<file path="config.mk">
export PLATFORM = sky130hd
export DESIGN_NAME = score_scan_ctrl_flat
export DESIGN_NICKNAME = d
export VERILOG_FILES = /design/src/rtl/score_scan_ctrl_if.sv /design/src/rtl/score_scan_ctrl.sv /design/src/flat_wrapper.sv
export SDC_FILE = /design/constraint.sdc
export NUM_CORES = 1
export LEC_CHECK = 0
export ABC_CLOCK_PERIOD_IN_PS = 2800
export CAP_MARGIN = 20
export CORE_UTILIZATION = 40
export DETAILED_ROUTE_END_ITERATION = 10
export MAX_ROUTING_LAYER = met4
export SYNTH_ARGS = -nofsm -noshare
export SYNTH_HDL_FRONTEND = slang
export SYNTH_SLANG_ARGS = --single-unit
</file>
<file path="constraint.sdc">
create_clock -name clk -period 2.8 [get_ports clk]
set_input_delay 0.7 -clock clk [delete_from_list [all_inputs] [get_ports clk]]
set_output_delay 0.7 -clock clk [all_outputs]
set_load 0.05 [all_outputs]
</file>
<file path="src/rtl/score_scan_ctrl_if.sv">
// Bus between the score sequencer and its client: load request, score value,
// busy status and the shared segment-decoder / anode drive.
interface score_scan_ctrl_if #(
    parameter int unsigned NUM_DIGITS = 4,
    parameter int unsigned BIN_W      = 14
);
    logic [BIN_W-1:0]      value_in;
    logic                  load;
    logic                  busy;
    logic [3:0]            digit_code;
    logic [NUM_DIGITS-1:0] an;

    modport master (
        output value_in,
        output load,
        input  busy,
        input  digit_code,
        input  an
    );

    modport slave (
        input  value_in,
        input  load,
        output busy,
        output digit_code,
        output an
    );
endinterface

</file>
<file path="src/rtl/score_scan_ctrl.sv">
// Score display sequencer: multi-cycle binary-to-BCD conversion into a display
// register, plus digit scanning with leading-zero blanking for a 7-segment mux.
module score_scan_ctrl #(
    parameter int unsigned NUM_DIGITS = 4,
    parameter int unsigned BIN_W      = 14,
    parameter int unsigned SCAN_DIV   = 100000
) (
    input  logic               clk,
    input  logic               reset,
    score_scan_ctrl_if.slave   bus
);

    function automatic int unsigned pow10(input int unsigned n);
        int unsigned p;
        p = 1;
        for (int unsigned i = 0; i < n; i++) p = p * 10;
        return p;
    endfunction

    localparam int unsigned BCD_W   = 4 * NUM_DIGITS;
    localparam int unsigned CNT_W   = $clog2(BIN_W + 1);
    localparam int unsigned PRE_W   = (SCAN_DIV > 1) ? $clog2(SCAN_DIV) : 1;
    localparam int unsigned IDX_W   = (NUM_DIGITS > 1) ? $clog2(NUM_DIGITS) : 1;
    localparam int unsigned MAX_VAL = pow10(NUM_DIGITS) - 1;

    typedef enum logic [1:0] {
        IDLE   = 2'd0,
        SHIFT  = 2'd1,
        COMMIT = 2'd2
    } state_t;

    state_t               r_state;
    state_t               w_state_nxt;
    logic [BIN_W-1:0]     r_bin;
    logic [BCD_W-1:0]     r_bcd;
    logic [BCD_W-1:0]     r_disp;
    logic [CNT_W-1:0]     r_iter;
    logic [PRE_W-1:0]     r_presc;
    logic [IDX_W-1:0]     r_idx;

    logic [BIN_W-1:0]     w_cap;
    logic [BCD_W-1:0]     w_bcd_adj;
    logic [BCD_W-1:0]     w_shifted;
    logic [NUM_DIGITS-1:0] w_onehot;
    logic                 w_blank;
    logic                 w_busy;
    logic [3:0]           w_digit;
    logic [NUM_DIGITS-1:0] w_an;

    // FSM state register
    always_ff @(posedge clk) begin
        if (reset) r_state <= IDLE;
        else       r_state <= w_state_nxt;
    end

    // FSM next-state logic
    always_comb begin
        w_state_nxt = r_state;
        case (r_state)
            IDLE:    if (bus.load) w_state_nxt = SHIFT;
            SHIFT:   if (r_iter == CNT_W'(1)) w_state_nxt = COMMIT;
            COMMIT:  w_state_nxt = IDLE;
            default: w_state_nxt = IDLE;
        endcase
    end

    // FSM outputs
    always_comb begin
        w_busy = 1'b0;
        if (r_state != IDLE) w_busy = 1'b1;
    end

    // Out-of-range scores clamp to the largest displayable value
    always_comb begin
        w_cap = bus.value_in;
        if (32'(bus.value_in) > MAX_VAL) w_cap = BIN_W'(MAX_VAL);
    end

    always_comb begin
        w_bcd_adj = r_bcd;
        for (int unsigned d = 0; d < NUM_DIGITS; d++) begin
            if (r_bcd[d*4 +: 4] >= 4'd5) w_bcd_adj[d*4 +: 4] = r_bcd[d*4 +: 4] + 4'd3;
        end
    end

    // Conversion datapath and display register
    always_ff @(posedge clk) begin
        if (reset) begin
            r_bin  <= '0;
            r_bcd  <= '0;
            r_iter <= '0;
            r_disp <= '0;
        end else begin
            case (r_state)
                IDLE: begin
                    if (bus.load) begin
                        r_bin  <= w_cap;
                        r_bcd  <= '0;
                        r_iter <= CNT_W'(BIN_W);
                    end
                end
                SHIFT: begin
                    {r_bcd, r_bin} <= {w_bcd_adj[BCD_W-2:0], r_bin, 1'b0};
                    r_iter         <= r_iter - CNT_W'(1);
                end
                COMMIT:  r_disp <= r_bcd;
                default: ;
            endcase
        end
    end

    // Free-running scan prescaler and digit index
    always_ff @(posedge clk) begin
        if (reset) begin
            r_presc <= '0;
            r_idx   <= '0;
        end else if (r_presc == PRE_W'(SCAN_DIV - 1)) begin
            r_presc <= '0;
            if (r_idx == IDX_W'(NUM_DIGITS - 1)) r_idx <= '0;
            else                                 r_idx <= r_idx + IDX_W'(1);
        end else begin
            r_presc <= r_presc + PRE_W'(1);
        end
    end

    // Digit select and blanking: a digit is dark when it and all above it are zero
    always_comb begin
        w_shifted = r_disp >> {r_idx, 2'b00};
        w_onehot  = NUM_DIGITS'(1) << r_idx;
        w_blank   = (r_idx != '0) && (w_shifted == '0);
        w_digit   = w_shifted[3:0];
        w_an      = w_blank ? '1 : ~w_onehot;
    end

    assign bus.busy       = w_busy;
    assign bus.digit_code = w_digit;
    assign bus.an         = w_an;

endmodule

</file>
<file path="src/flat_wrapper.sv">
// flat-port wrapper written by rule: the top's interface ports become plain ports
module score_scan_ctrl_flat 
#(
    parameter int unsigned NUM_DIGITS = 4,
    parameter int unsigned BIN_W      = 14,
    parameter int unsigned SCAN_DIV   = 100000
)
  (clk, reset, bus_value_in, bus_load, bus_busy, bus_digit_code, bus_an);
  score_scan_ctrl_if #(.NUM_DIGITS(NUM_DIGITS), .BIN_W(BIN_W)) bus_i ();
  input  logic clk;
  input  logic reset;
  input wire logic [$bits(bus_i.value_in)-1:0] bus_value_in;
  input wire logic [$bits(bus_i.load)-1:0] bus_load;
  output wire logic [$bits(bus_i.busy)-1:0] bus_busy;
  output wire logic [$bits(bus_i.digit_code)-1:0] bus_digit_code;
  output wire logic [$bits(bus_i.an)-1:0] bus_an;
  assign bus_i.value_in = bus_value_in;
  assign bus_i.load = bus_load;
  assign bus_busy = bus_i.busy;
  assign bus_digit_code = bus_i.digit_code;
  assign bus_an = bus_i.an;
  score_scan_ctrl #(.NUM_DIGITS(NUM_DIGITS), .BIN_W(BIN_W), .SCAN_DIV(SCAN_DIV)) u_core (.clk(clk), .reset(reset), .bus(bus_i));
endmodule
</file>
==> results of run 1 <==
## final cells by class
type / instances / area (um^2)
fill: 813 / 4210
multi-input combinational: 281 / 1900
sequential: 71 / 1430
timing repair buffer: 39 / 390
clock buffer: 10 / 138
tap: 105 / 131
clock inverter: 6 / 83.8
inverter: 16 / 60.1
## power by group through the flow
stage	Sequential, mW	Clock (mW)	Combinational [mW]
floorplan	1.08	0	0.113
global placement	1.08	0	0.168
detailed placement	1.08	0	0.172
CTS	1.06	0.927	0.173
global route	1.06	0.963	0.193
finish	1.06	0.905	0.172
## registers in the layout (all words and copies together) (netlist names)
signal / cells
u_core.r_bcd: 16
u_core.r_bin: 14
u_core.r_disp: 16
u_core.r_idx: 2
u_core.r_iter: 4
u_core.r_presc: 17
u_core.r_state: 2
## layer usage
| metal | GRT usage [%] | vias up |
|---|---|---|
| met5 | - | - |
| met4 | 7.09 | 0 |
| met3 | 3.91 | 9 |
| met2 | 29.2 | 61 |
| met1 | 23.5 | 1310 |
| li1 | - | 1450 |
## worst reg2reg max path, delay by kind of cell, from the launching register on
family | cells | cell delay, ns
and+or+nand+nor | 3 | 1.35
DFF | 1 | 0.33
buffers and inverters | 1 | 0.18
## what timing repair did
action | 4_1_cts | 5_1_grt
endpoints found under the setup margin | 8 | 3
gates resized for setup | 3 | 2
setup buffers | 0 | 6
## logic make-up (layout without fill, tap and decap cells)
logic type,count (synthesis),after routing,share of synthesized area [%]
xor+xnor,20,20,5.01
flops,71,71,40.7
fa+ha+maj,15,15,5.37
compound gates,83,83,15.5
buf+inv,38,71,5.30
simple gates,153,153,23.9
mux,10,10,4.30
## path summary, 6_finish.rpt
kind	start	endpoint	cells after the start
min	u_core.r_bin[10]	u_core.r_bin[10]	2
min reg2reg	u_core.r_bin[10]	u_core.r_bin[10]	2
max	u_core.r_idx[0]	bus_digit_code[0]	3
max reg2reg	u_core.r_state[1]	u_core.r_state[1]	4
## cell usage in the layout (no fill, tap or decap), drive strengths merged, types with 8 or more instances in the layout
master / n
dfxtp: 71
nand2: 53
a21oi: 40
nor2: 34
clkdlybuf4s50: 22
inv: 16
buf: 16
ha: 15
o21ai: 12
xor2: 11
clkbuf: 10
xnor2: 9
nor3: 9
nor4: 9
nand3: 9
a22o: 8
nand4: 8
## per-stage QoR
stage / hold slack, ns / setup TNS (ns) / total power [mW]
final: 0.458 / 0 / 2.13
after CTS: 0.456 / 0 / 2.16
after global routing: 0.478 / -0.0162 / 2.22
after detailed placement: 0.445 / 0 / 1.25
after floorplan: 0.420 / 0 / 1.19
after global placement: 0.430 / 0 / 1.25
==> out/qor.yml, run 1 <==
run_status:
  status: "finished, final reports clean"
yosys:
  synth_edf_count: 0
  ys_top_cells_by_count: "dfxtp_1 (71), nand2_1 (53), a21oi_1 (40)"
  synth.cell_area_um2: 3500
  synth_top_area_cell: "dfxtp_1"
  seq_area_frac_synth_pct: 40.7
  syn-mean-instance-area_um2: 8.96
  synth.area.top_cells: "dfxtp_1 (41%), a21oi_1 (5.7%), nand2_1 (5.7%)"
  yosysWarningCount: 0
  synth_seq_cells: 71
  async_reset_ff_share_pct: 0
  syn_inst: 390
  synth_nets: 422
  synthDistinctLibCells: 53
  synth_ff_type: "dfxtp_1"
  synth_top_area_share_pct: 40.7
  post-synth-top-count-cell: "dfxtp_1"
placement:
  place_inst: 506
  pre_cts_ws_ns: 0.226
  port_buffers: 25
  hpwl_um: 5210
  dpl_cell_area_um2: 3840
  place.gp.congestion: 0.868
route:
  viasPerCell: 5.36
  routed.top_layer: "met4"
  met1Wirelength_um: 3770
  wl_met2_um: 3380
  antenna_left: 0
  post_drt_wl_per_cell_um: 14.3
  first_iter_violations: 148
  vias: 2830
  drc: 0
  dr.pass1.iters: 4
  drt_wl_total_um: 7530
  route.met3.wl_um: 301
clocking:
  htreeDepth: 3
  clkSinkCount: 71
  clk_pin_slew_ns: 0.07
  cts_made_buffers: 9
  clk-insertion-delay-late_ns: 0.34
  cts_tree: "done"
  holdBufCountCts: 0
  root_buffer: "clkbuf_8"
  cts_buffer_depth: 2
global_route:
  grt_remaining_overflow: 0
  grt_max_degree: 30
  grt.total_usage_pct: 18.6
  grt_pass1_wl_um: 12700
  antenna_found_initial: 0
  grt_pass1_vias: 2731
final_layout:
  stdcell_count: 528
  antenna_cells: 0
  drive_above_1_share_pct: 14.2
  stdcell_area_um2: 4130
  postLayoutCoreUtil_pct: 49.5
  final_nets: 450
  syn2layout_area_growth_pct: 18.1
floorplanning:
  pin_count: 26
  die_h_um: 95.5
  core_um2: 8340
  dieArea_um2: 9120
  num_rows: 33
  die_width_um: 95.5
  initial_core_util_pct: 41.9
pwr:
  power_density_nw_per_um2: 517
  peakVddDrop_mv: 0.254
  power.internal_mw: 1.63
  p_sw_share_pct: 23.7
  clock_power_share_pct: 42.4
  pwr-share-comb_pct: 8.1
  switchingPower_mw: 0.505
  leakage_nw: 1.49
  power_frac_seq_pct: 49.5
critical_path:
  r2r_setup_slack_ns: 0.89
  end_kind: "output port"
  crit_chain: "buf_4 > mux4_2 > clkdlybuf4s50_1"
  critPathLaunchType: "register"
  path_buf_inv: 2
  max_stage_delay_ns: 0.71
  arrival_ns: 2.02
  slowest_stage: "clkdlybuf4s50_1"
  crit_family: "buffers and inverters"
  worstSetupPathType: "register to output port"
  cp_data_required_time_ns: 2.10
  worstPathMaxFanout: 5
sta:
  relSlewSlack_pct: 45.6
  finalSetupViolCount: 0
  setup_ws_ns: 0.0809
  max_freq_mhz: 368
  finalMaxSlewViolations: 0
  clock_skew_ns: 0.0119
  post-route-period-util_pct: 97.1
  hold_violations: 0
  rsz0062_at_grt: "yes"
  tightest_slew_ns: 0.813
  min_period_ns: 2.72
run:
  cap_violations: 0
hold_path:
  hp-class: "register to register"
No activity file was read; power rests on OpenSTA's default activity.
==> run 2: changes to the inputs <==
--- a/config.mk
+++ b/config.mk
@@ -10,6 +10,7 @@
 export CORE_UTILIZATION = 40
 export DETAILED_ROUTE_END_ITERATION = 10
 export MAX_ROUTING_LAYER = met4
+export SLEW_MARGIN = 0
 export SYNTH_ARGS = -nofsm -noshare
 export SYNTH_HDL_FRONTEND = slang
 export SYNTH_SLANG_ARGS = --single-unit
==> results of run 2 <==
Same layout as run 1: the final DEF is identical, and so are final timing and power.
==> run 3: changes to the inputs <==
--- a/config.mk
+++ b/config.mk
@@ -7,6 +7,7 @@
 export LEC_CHECK = 0
 export ABC_CLOCK_PERIOD_IN_PS = 2800
 export CAP_MARGIN = 20
+export CORE_MARGIN = 2
 export CORE_UTILIZATION = 40
 export DETAILED_ROUTE_END_ITERATION = 10
 export MAX_ROUTING_LAYER = met4
==> out/qor.yml, run 3 (synthesis results as in run 1) <==
run_status:
  status: "finished, final reports clean"
sta:
  hold_violations: 0
  min_period_ns: 2.74
  tightest_slew_ns: 0.866
  finalSetupViolCount: 0
  hold_ws_ns: 0.453
  relSlewSlack_pct: 42.1
  clock_skew_ns: 0.00676
  finalMaxSlewViolations: 0
  max_freq_mhz: 364
  rsz0062_at_grt: "yes"
  post-route-period-util_pct: 98.0
clocking:
  cts_buffer_depth: 2
  root_buffer: "clkbuf_8"
  cts_tree: "done"
  htreeDepth: 3
  clk_pin_slew_ns: 0.08
  postCtsSetupRepairBufs: 0
  clk-insertion-delay-late_ns: 0.35
  clkSinkCount: 71
  cts_made_buffers: 9
final_layout:
  final_cell_mix: "dfxtp_1 (69), nand2_1 (53), a21oi_1 (40)"
  layout_commonest_cell: "dfxtp_1"
  stdcell_area_um2: 4110
  largest_reg_flops: 17
  antenna_cells: 0
  top_register: "u_core.r_presc"
  final_nets: 447
  syn2layout_area_growth_pct: 17.5
  top_regs: "u_core.r_presc x17, u_core.r_bcd x16, u_core.r_disp x16"
  drive_above_1_share_pct: 13.3
route:
  first_iter_violations: 137
  drt_wl_total_um: 7560
  viasPerCell: 5.38
  post_drt_wl_per_cell_um: 14.3
  vias: 2841
  drc: 0
  antenna_left: 0
  dr.pass1.iters: 5
critical_path:
  slowest_stage: "a2111o_1"
  max_stage_delay_ns: 0.47
  end_kind: "output port"
  reg2reg_to: "u_core.r_state[1]"
  crit_chain: "nor4_1 > o21ai_0 > a2111o_1 > nand2_1 > buf_12"
  critPathLaunchType: "register"
  regToRegStartpoint: "u_core.r_state[1]"
  r2r_setup_slack_ns: 0.89
  worstPathMaxFanout: 3
  reg2reg_depth: 4
  cp_data_required_time_ns: 2.10
  worstSetupPathType: "register to output port"
  arrival_ns: 2.04
pwr:
  power.internal_mw: 1.64
  power_mw: 2.14
  power_density_nw_per_um2: 522
  pwr-share-comb_pct: 8.1
  peakVddDrop_mv: 0.262
  switchingPower_mw: 0.507
  p_sw_share_pct: 23.7
  leakage_nw: 1.46
  clock_power_share_pct: 42.5
  power_frac_seq_pct: 49.3
hold_path:
  min_to: "u_core.r_bin[10]"
  hold_depth: 2
  hold_start: "u_core.r_bin[10]"
  hp-class: "register to register"
floorplanning:
  initial_core_util_pct: 40.7
  num_rows: 34
  die_h_um: 97.5
  die_width_um: 97.5
  dieArea_um2: 9500
  pin_count: 26
  core_um2: 8590
placement:
  dpl_cell_area_um2: 3880
  port_buffers: 25
  hpwl_um: 5380
  place.gp.congestion: 0.817
global_route:
  grt_max_degree: 21
  grt_pass1_vias: 2750
  antenna_found_initial: 0
  grt_pass1_wl_um: 13000
  grt.total_usage_pct: 17.1
  grt_remaining_overflow: 0
run:
  cap_violations: 0
[run 3: cell types whose count changed in the layout (fill, tap and decap cells not counted)]
cell / change
buf_12: +1
clkbuf_1: +1
clkinvlp_4: +1
clkinv_2: -2
buf_4: -3
dfxtp_2: +1
dfxtp_4: -1
nor4_2: -1
dlymetal6s2s_1: -1
nor4_1: +1
[run 3: per-layer routing]
metal	routed length [um]	global-route usage [%]	up-vias
met2	3460	27.6	57
li1	-	-	1439
met1	3690	21.3	1336
met5	0	-	-
met4	123	7.05	0
met3	280	2.88	9
[run 3: stage by stage]
| stage | utilization, % | setup WS [ns] | instances | TNS [ns] |
|---|---|---|---|---|
| 3_3_place_gp | 45.2 | 0.338 | 512 | 0 |
| 3_5_place_dp | 45.2 | 0.289 | 512 | 0 |
| 5_1_grt | 47.8 | -0.0211 | 528 | -0.0423 |
| 6_report | 47.8 | 0.0556 | 528 | 0 |
| 4_1_cts | 47.8 | 0.0566 | 528 | 0 |
| 2_1_floorplan | - | 0.112 | 390 | 0 |
[run 3: worst max path at each step]
| stage | from | end | slack (ns) | cells after the start |
|---|---|---|---|---|
| floorplan | u_core.r_idx[1] | bus_an[1] | 0.11 | 6 |
| global placement | bus_load | u_core.r_bcd[13] | 0.34 | 4 |
| detailed placement | bus_load | u_core.r_bcd[14] | 0.29 | 4 |
| CTS | u_core.r_idx[0] | bus_an[3] | 0.06 | 6 |
| global route | u_core.r_idx[0] | bus_an[1] | -0.02 | 6 |
| finish | u_core.r_disp[8] | bus_an[2] | 0.06 | 5 |
[run 3: layout make-up]
class	count	area [um^2]
clock buffer	11	141
clock inverter	5	81.3
fill	827	4480
inverter	16	60.1
multi-input combinational	281	1890
sequential	71	1430
tap	108	135
timing repair buffer	36	375
[run 3: power groups by stage]
stage	Combinational (mW)	Clock, mW	Sequential [mW]
floorplan	0.113	0	1.08
global placement	0.173	0	1.08
detailed placement	0.175	0	1.08
CTS	0.176	0.936	1.06
global route	0.194	0.973	1.06
finish	0.175	0.912	1.06
[run 3: critical path: cells and delay by family, from the launching register on]
kind,cells,cell delay [ns]
flops,1,0.35
buf+inv,1,0.14
simple gates,2,0.57
compound gates,2,0.63
[run 3: repair_timing]
action,in CTS,in global routing
resized for setup,2,1
setup endpoints to repair,3,3
hold buffers,0,0
